==> config.mk <==
export PLATFORM = sky130hd
export DESIGN_NAME = eeprom_iic_arbiter
export DESIGN_NICKNAME = d
export VERILOG_FILES = /design/src/rtl/eeprom_iic_arbiter.sv
export SDC_FILE = /design/constraint.sdc
export NUM_CORES = 1
export LEC_CHECK = 0
export BUFFER_PORTS_ARGS = -buffer_cell sky130_fd_sc_hd__buf_2
export CAP_MARGIN = 20
export CORE_MARGIN = 4
export CORE_UTILIZATION = 56
export CTS_CLUSTER_DIAMETER = 30
export DETAILED_ROUTE_END_ITERATION = 10
export PLACE_DENSITY = 0.91
export SYNTH_ARGS = -nofsm -noshare
export SYNTH_HDL_FRONTEND = slang
export SYNTH_SLANG_ARGS = --single-unit
==> constraint.sdc <==
create_clock -name CLK -period 3.6 [get_ports CLK]
set_input_delay 0.18 -clock CLK [delete_from_list [all_inputs] [get_ports CLK]]
set_output_delay 0.18 -clock CLK [all_outputs]
set_load 0.005 [all_outputs]
==> src/rtl/eeprom_iic_arbiter.sv <==
// eeprom_iic_arbiter: shares one iic_com EEPROM byte engine between two
// requesters. Round-robin grant, Start_Sig/Done_Sig sequencing and an
// enforced post-write idle time (tWR) before the next grant.
// Optional build macro IIC_TIMEOUT_EN adds a Done_Sig watchdog and the
// timeout_err output; without it WAIT waits for iic_done indefinitely.
module eeprom_iic_arbiter #(
  parameter int WR_CYCLES      = 1000000,
  parameter int CNT_W          = 20,
  parameter int TIMEOUT_CYCLES = 1000000
) (
  input  logic       CLK,
  input  logic       RST,
  input  logic       req0,
  input  logic       rw0,
  input  logic [7:0] addr0,
  input  logic [7:0] wdata0,
  output logic       done0,
  output logic [7:0] rdata0,
  input  logic       req1,
  input  logic       rw1,
  input  logic [7:0] addr1,
  input  logic [7:0] wdata1,
  output logic       done1,
  output logic [7:0] rdata1,
  output logic [1:0] iic_start,
  output logic [7:0] iic_addr,
  output logic [7:0] iic_wdata,
  input  logic [7:0] iic_rdata,
  input  logic       iic_done,
  output logic       busy,
  output logic       gnt
`ifdef IIC_TIMEOUT_EN
  ,
  output logic       timeout_err
`endif
);

  typedef enum logic [1:0] {
    S_IDLE    = 2'd0,
    S_WAIT    = 2'd1,
    S_RELEASE = 2'd2,
    S_WR_DLY  = 2'd3
  } state_t;

  localparam logic [CNT_W-1:0] WR_LAST = CNT_W'(WR_CYCLES - 1);

  // Reject parameter sets the counter cannot represent
  generate
    if (WR_CYCLES < 1 || TIMEOUT_CYCLES < 1 ||
        CNT_W < $clog2(WR_CYCLES + 1) || CNT_W < $clog2(TIMEOUT_CYCLES + 1)) begin : g_bad_params
      $error("eeprom_iic_arbiter: WR_CYCLES/TIMEOUT_CYCLES must be >= 1 and fit in CNT_W bits");
    end
  endgenerate

  state_t           state_reg, state_next;
  logic [1:0]       req_vec;
  logic [1:0]       armed_reg;
  logic [1:0]       elig;
  logic             rr_reg;
  logic             gnt_reg;
  logic             rw_reg;
  logic [1:0]       iic_start_reg;
  logic [7:0]       iic_addr_reg;
  logic [7:0]       iic_wdata_reg;
  logic [7:0]       rdata_reg [2];
  logic [CNT_W-1:0] cnt_reg;

  logic             grant_valid;
  logic             grant_idx;
  logic             grant_rw;
  logic [7:0]       grant_addr;
  logic [7:0]       grant_wdata;
  logic             grant_fire;
  logic             wait_done;
  logic             wait_expired;
  logic             timed_out;

  assign req_vec    = {req1, req0};
  assign grant_fire = (state_reg == S_IDLE) && grant_valid;
  assign wait_done  = (state_reg == S_WAIT) && iic_done;

`ifdef IIC_TIMEOUT_EN
  localparam bit               TO_EN   = 1'b1;
  localparam logic [CNT_W-1:0] TO_LAST = CNT_W'(TIMEOUT_CYCLES - 1);
  logic timed_out_reg;

  // Watchdog fires on the last allowed WAIT cycle if iic_done never came
  assign wait_expired = (state_reg == S_WAIT) && !iic_done && (cnt_reg == TO_LAST);

  // Remember that the current transaction ended by timeout until RELEASE ends
  always_ff @(posedge CLK or posedge RST) begin
    if (RST) begin
      timed_out_reg <= 1'b0;
    end else if (wait_expired) begin
      timed_out_reg <= 1'b1;
    end else if (state_reg == S_RELEASE) begin
      timed_out_reg <= 1'b0;
    end
  end

  assign timed_out   = timed_out_reg;
  assign timeout_err = (state_reg == S_RELEASE) && timed_out_reg;
`else
  localparam bit TO_EN = 1'b0;
  assign wait_expired = 1'b0;
  assign timed_out    = 1'b0;
`endif

  // Pick the requester to serve: round-robin pointer breaks ties
  always_comb begin
    elig        = req_vec & armed_reg;
    grant_valid = |elig;
    grant_idx   = (&elig) ? rr_reg : elig[1];
    grant_rw    = grant_idx ? rw1    : rw0;
    grant_addr  = grant_idx ? addr1  : addr0;
    grant_wdata = grant_idx ? wdata1 : wdata0;
  end

  // Per-requester arming and read-data holding registers
  generate
    for (genvar gi = 0; gi < 2; gi++) begin : g_req
      // Re-arm whenever req is low; disarm on grant so a held req is not re-served
      always_ff @(posedge CLK or posedge RST) begin
        if (RST) begin
          armed_reg[gi] <= 1'b0;
        end else if (!req_vec[gi]) begin
          armed_reg[gi] <= 1'b1;
        end else if (grant_fire && (grant_idx == gi[0])) begin
          armed_reg[gi] <= 1'b0;
        end
      end

      // Read byte lands on the edge into RELEASE so it coincides with done
      always_ff @(posedge CLK or posedge RST) begin
        if (RST) begin
          rdata_reg[gi] <= 8'h00;
        end else if (wait_done && rw_reg && (gnt_reg == gi[0])) begin
          rdata_reg[gi] <= iic_rdata;
        end
      end
    end
  endgenerate

  // FSM state register
  always_ff @(posedge CLK or posedge RST) begin
    if (RST) begin
      state_reg <= S_IDLE;
    end else begin
      state_reg <= state_next;
    end
  end

  // FSM next-state logic
  always_comb begin
    state_next = state_reg;
    case (state_reg)
      S_IDLE: begin
        if (grant_valid) begin
          state_next = S_WAIT;
        end
      end
      S_WAIT: begin
        if (iic_done || wait_expired) begin
          state_next = S_RELEASE;
        end
      end
      S_RELEASE: begin
        if (!rw_reg && !timed_out) begin
          state_next = S_WR_DLY;
        end else begin
          state_next = S_IDLE;
        end
      end
      S_WR_DLY: begin
        if (cnt_reg == '0) begin
          state_next = S_IDLE;
        end
      end
      default: state_next = S_IDLE;
    endcase
  end

  // FSM outputs: busy and the one-cycle done pulse of the owning requester
  always_comb begin
    busy  = (state_reg != S_IDLE);
    done0 = 1'b0;
    done1 = 1'b0;
    if (state_reg == S_RELEASE) begin
      if (gnt_reg) begin
        done1 = 1'b1;
      end else begin
        done0 = 1'b1;
      end
    end
  end

  // Transaction latch: command registers load at grant, Start_Sig drops on completion
  always_ff @(posedge CLK or posedge RST) begin
    if (RST) begin
      iic_start_reg <= 2'b00;
      iic_addr_reg  <= 8'h00;
      iic_wdata_reg <= 8'h00;
      rw_reg        <= 1'b0;
      gnt_reg       <= 1'b0;
      rr_reg        <= 1'b0;
    end else begin
      if (grant_fire) begin
        iic_start_reg <= grant_rw ? 2'b10 : 2'b01;
        iic_addr_reg  <= grant_addr;
        iic_wdata_reg <= grant_wdata;
        rw_reg        <= grant_rw;
        gnt_reg       <= grant_idx;
        rr_reg        <= ~grant_idx;
      end else if (wait_done || wait_expired) begin
        iic_start_reg <= 2'b00;
      end
    end
  end

  // Shared counter: watchdog in WAIT, tWR countdown in WR_DLY
  always_ff @(posedge CLK or posedge RST) begin
    if (RST) begin
      cnt_reg <= '0;
    end else begin
      case (state_reg)
        S_IDLE: begin
          if (grant_valid) begin
            cnt_reg <= '0;
          end
        end
        S_WAIT: begin
          if (TO_EN && !iic_done) begin
            cnt_reg <= cnt_reg + 1'b1;
          end
        end
        S_RELEASE: begin
          if (!rw_reg && !timed_out) begin
            cnt_reg <= WR_LAST;
          end
        end
        S_WR_DLY: begin
          if (cnt_reg != '0) begin
            cnt_reg <= cnt_reg - 1'b1;
          end
        end
        default: cnt_reg <= '0;
      endcase
    end
  end

  assign iic_start = iic_start_reg;
  assign iic_addr  = iic_addr_reg;
  assign iic_wdata = iic_wdata_reg;
  assign gnt       = gnt_reg;
  assign rdata0    = rdata_reg[0];
  assign rdata1    = rdata_reg[1];

endmodule

Word-level counts from Yosys, hierarchy flattened. Index checks and enable logic that the tools add are counted.

Bitwise operators: 3. $add $sub $neg: 1. Reductions and logical operators: 17. Multiplexer cells: 24. Equal/unequal tests: 10.

Operators by type and width (number): $mux W20 (3); $pmux W20 S3 (1); $logic_not A20 Y1 (1); $reduce_bool A20 Y1 (1); $sub A20 B1 Y20 const B (1); $mux W8 (2); $mux W2 (7); $mux W1 (10); $ne A2 B2 Y1 const B (5); $pmux W2 S4 (1); $logic_and A1 B1 Y1 (7); $eq A2 B2 Y1 const B (2); $ne A2 B1 Y1 const B (2); $reduce_and A4 Y1 (1); $reduce_bool A2 Y1 (2); $reduce_and A3 Y1 (1); $reduce_bool A3 Y1 (1); $and A2 B2 Y2 (1); $eq A2 B1 Y1 const B (1); $logic_not A2 Y1 (1); $not A1 Y1 (2); $reduce_and A2 Y1 (1); $reduce_or A2 Y1 (1).

Logic and storage cells: 67. Input port bits: 47. Register bits after elaboration: 61.

Logic depth before layout (Yosys ltp).
Word-level depth: 7. Mapped depth: 8. Depth with buffers taken out: 7.

Worst setup path before layout. No wires, ideal clock.

Path type: register to register. Start point: register cnt_reg[15]. End point: register cnt_reg[6]. Path slack: 1.724 ns. Path buffers: 1. Cell stages (with the launch flop): 7. Data arrival time: 1.797 ns. Period minus slack after synthesis: 1.876 ns. Data required time: 3.521 ns. Path through: dfrtp_1 -> or4_4 -> nor4_4 -> a21oi_2 -> buf_6 -> nand3_1 -> mux2i_1.

Cells in the longest elaborated chain, start to end: 3.

RTL lines: start, declared (RTL line 66) `logic [CNT_W-1:0] cnt_reg;`; start signal, assigned (RTL line 233) `cnt_reg <= cnt_reg + 1'b1;`; start signal, assigned (RTL line 243) `cnt_reg <= cnt_reg - 1'b1;`; $reduce_bool A20 Y1 (RTL line 242) `if (cnt_reg != '0) begin`; $ne A2 B2 Y1 (no line); $reduce_and A4 Y1 (no line).

No other way between the ends. A chain may end at the register's enable or synchronous reset.

Final worst setup path.
Start point: register state_reg[0]. End point: register cnt_reg[13].

Cells in the longest elaborated chain, start to end: 3. Elaborated cells on any way between the ends: 9. Classes of those cells: eq/ne (5); mux (1); reduce/logical (3).

RTL lines: start, declared (RTL line 55) `state_t state_reg, state_next;`; start signal, assigned (RTL line 149) `state_reg <= state_next;`; $eq A2 B2 Y1 / $logic_not A2 Y1 (equally long branches) (RTL line 225) `case (state_reg)`; $ne A2 B2 Y1 (no line) / $reduce_bool A3 Y1 (equally long branches); $reduce_and A4 Y1 (no line).

Parallel ways exist; a longest one is shown, timed or not.

==> results.toml <==
[outcome]
status = "completed"

[grt]
grt_first_pass_wirelength_um = 11670
grtUsageTotal_pct = 23.85
grt_pass1_vias = 2455
gr-total-overflow = 0
grt_start_max_net_pins = 36
grt_antenna_before_repair = 0

[logic_synthesis]
synth_edf_count = 0
netlist_top_cells_count = "dfrtp_1 (61), nand2_1 (53), a22oi_1 (18), mux2_2 (16), nor2_1 (13)"
synth.area.top_cells = "dfrtp_1 (52%), nand2_1 (6.8%), mux2_2 (6.1%)"
synth-seq-cells = 61
synth_area_um2 = 2943
yosys_warnings = 0
synth_most_common_cell = "dfrtp_1"
syn_avg_cell_area_um2 = 10.25
syn-num-nets = 336
synth_top_area_share_pct = 51.87
seq_area_frac_synth_pct = 51.87
synth.distinct_cells = 46
synthFlopType = "dfrtp_1"
postSynthCellCount = 287
async_flop_share_pct = 100.0
synth_top_cell_by_area = "dfrtp_1"

[sta]
fin_ws_ns = 0.9942
hold_viol_final = 0
fmax_mhz = 383.8
relSlewSlack_pct = 33.26
drv_slew = 0
fin_worst_skew_ns = 0.009730
rsz0062_at_grt = "no"
setup_violations = 0
setup_tns_ns = 0
tightestPinTransition_ns = 1.001
post-route-min-period_ns = 2.606
fin_crit_sh_pct = 72.38

[critical_path]
crit_chain = "nor2_2 > a221o_1 > a21oi_2 > a31oi_1 > a41o_1"
critical-path-max-stage-delay_ns = 0.76
r2r_start = "state_reg[0]"
worstSetupPathType = "reg2reg"
cp_max_fo = 24
start_kind = "flip-flop"
ff2ff_setup_slack_ns = 0.99
r2r_cells = 5
worstPathArrival_ns = 2.84
required_ns = 3.83
slowest_stage = "dfrtp_1"
r2r-end = "cnt_reg[13]"
worst_setup_path_end_kind = "flip-flop"

[layout]
drive_above_1_share_pct = 34.74
final_util_pct = 71.34
insertedDiodeCount = 0
stdcell_count = 450
largest_reg_flops = 20
fill_cells = 372
area_growth_syn_to_layout_pct = 23.81
nets = 424

[route]
vias_per_cell = 5.849
first_pass_iters = 4
vias = 2632
drt_iter0_drc = 186
wl_per_cell_um = 16.49
drc = 0
final_antenna_net_count = 0
routed_wl_um = 7420

[clock_network]
clock_sinks = 61
clkLatencyLatePin_ns = 0.34
clock_path_buffers = 2
cts_tree = "done"
h-tree-depth = 3
clkTransAtPathRegs_ns = 0.07
cts_buffers = 9
post_cts_resize_count = 0
cts-root-buf = "clkbuf_8"

[pwr]
power.density_nw_per_um2 = 388.0
ir_worst_vdd_mv = 0.3682
power_mw = 1.414
leakagePower_nw = 1.960

[floorplanning]
initial_core_util_pct = 57.62
core_um2 = 5107
die_w_um = 80.49
rows = 26
ios = 85
die-area_um2 = 6479
die_h_um = 80.49

[job]
maxCapViolCount = 0

[placed_design]
place_inst = 433
post-place-ws_ns = 1.112
place.port_buffers = 84
gp_congestion = 0.8138
dpl.hpwl_um = 5048

[min_path]
hold_path_class = "in2reg"
min_from = "wdata0[4]"
hold_depth = 3
worst_hold_path.endpoint = "iic_wdata[4]"
## kinds of logic after synthesis
kind of cell / synth area share (%)
AO/OA/AOI/OAI: 15.01
adder cells (fa/ha/maj): 0.8502
buffers and inverters: 3.104
flip-flops: 51.87
multiplexers: 7.823
AND/OR/NAND/NOR: 21.34
## cells in the final DEF (no fill, tap or decap), types with 4 or more instances in the layout
| cell | n |
|---|---|
| mux2_2 | 16 |
| or3_1 | 4 |
| nor2b_1 | 4 |
| dfrtp_1 | 61 |
| o21ai_1 | 8 |
| mux2i_1 | 5 |
| inv_1 | 6 |
| nor3_2 | 5 |
| nor2_1 | 13 |
| buf_2 | 84 |
| clkbuf_8 | 11 |
| o21ai_0 | 5 |
| nand2_1 | 53 |
| a211oi_1 | 4 |
| a21oi_1 | 10 |
| a22oi_1 | 18 |
| nand3_1 | 8 |
| nor4_1 | 4 |
| nor3_1 | 9 |
## timing repair
action                                 4_1_cts  5_1_grt
hold buffers                                 1        0
setup buffers                                0        0
endpoints found under the hold margin       34        0
## stage by stage
step                      hold WS [ns]  cell area [um^2]
final                          0.06162              3643
after floorplan                 0.2644              2943
after global placement          0.3287              3408
after CTS                      0.04800              3643
after detailed placement        0.3374              3408
after global routing           0.05236              3643
## final cells by class
| class | count | area [um^2] | area share (%) |
|---|---|---|---|
| clock buffer | 12 | 155.1 | 4.258 |
| clock inverter | 4 | 70.07 | 1.923 |
| multi-input combinational | 208 | 1325 | 36.37 |
| inverter | 7 | 26.28 | 0.7212 |
| sequential | 61 | 1526 | 41.90 |
| tap | 70 | 87.58 | 2.404 |
| timing repair buffer | 88 | 452.9 | 12.43 |
## worst max path at each step
| stage | from | to | depth (start not counted) | slack, ns |
|---|---|---|---|---|
| after floorplan | cnt_reg[15] | cnt_reg[6] | 6 | 1.72 |
| after detailed placement | state_reg[0] | cnt_reg[13] | 5 | 1.11 |
| after CTS | state_reg[0] | cnt_reg[13] | 5 | 1.05 |
| final | state_reg[0] | cnt_reg[13] | 5 | 0.99 |
| after global placement | state_reg[0] | cnt_reg[12] | 5 | 1.19 |
| after global routing | state_reg[0] | cnt_reg[12] | 5 | 0.87 |
## per-layer routing
layer / global-route usage, % / vias to the layer above / wire (um)
li1: - / 1223 / -
met1: 29.49 / 1275 / 2903
met2: 38.41 / 115 / 3886
met3: 7.175 / 19 / 480
met4: 10.64 / 0 / 148
met5: 0 / - / 0
## where the power goes
part | switching, mW | leakage, nW | internal [mW]
logic | 0.0245 | 1.05 | 0.0205
clock network | 0.258 | 0.116 | 0.425
registers | 0 | 0.790 | 0.685
## worst max-delay path: cells and delay by family (launching register included)
kind | cells | cell delay (ns)
and+or+nand+nor | 1 | 0.17
DFF | 1 | 0.76
AOI/OAI and AO/OA | 4 | 1.54
(Power assumes the default switching activity.)
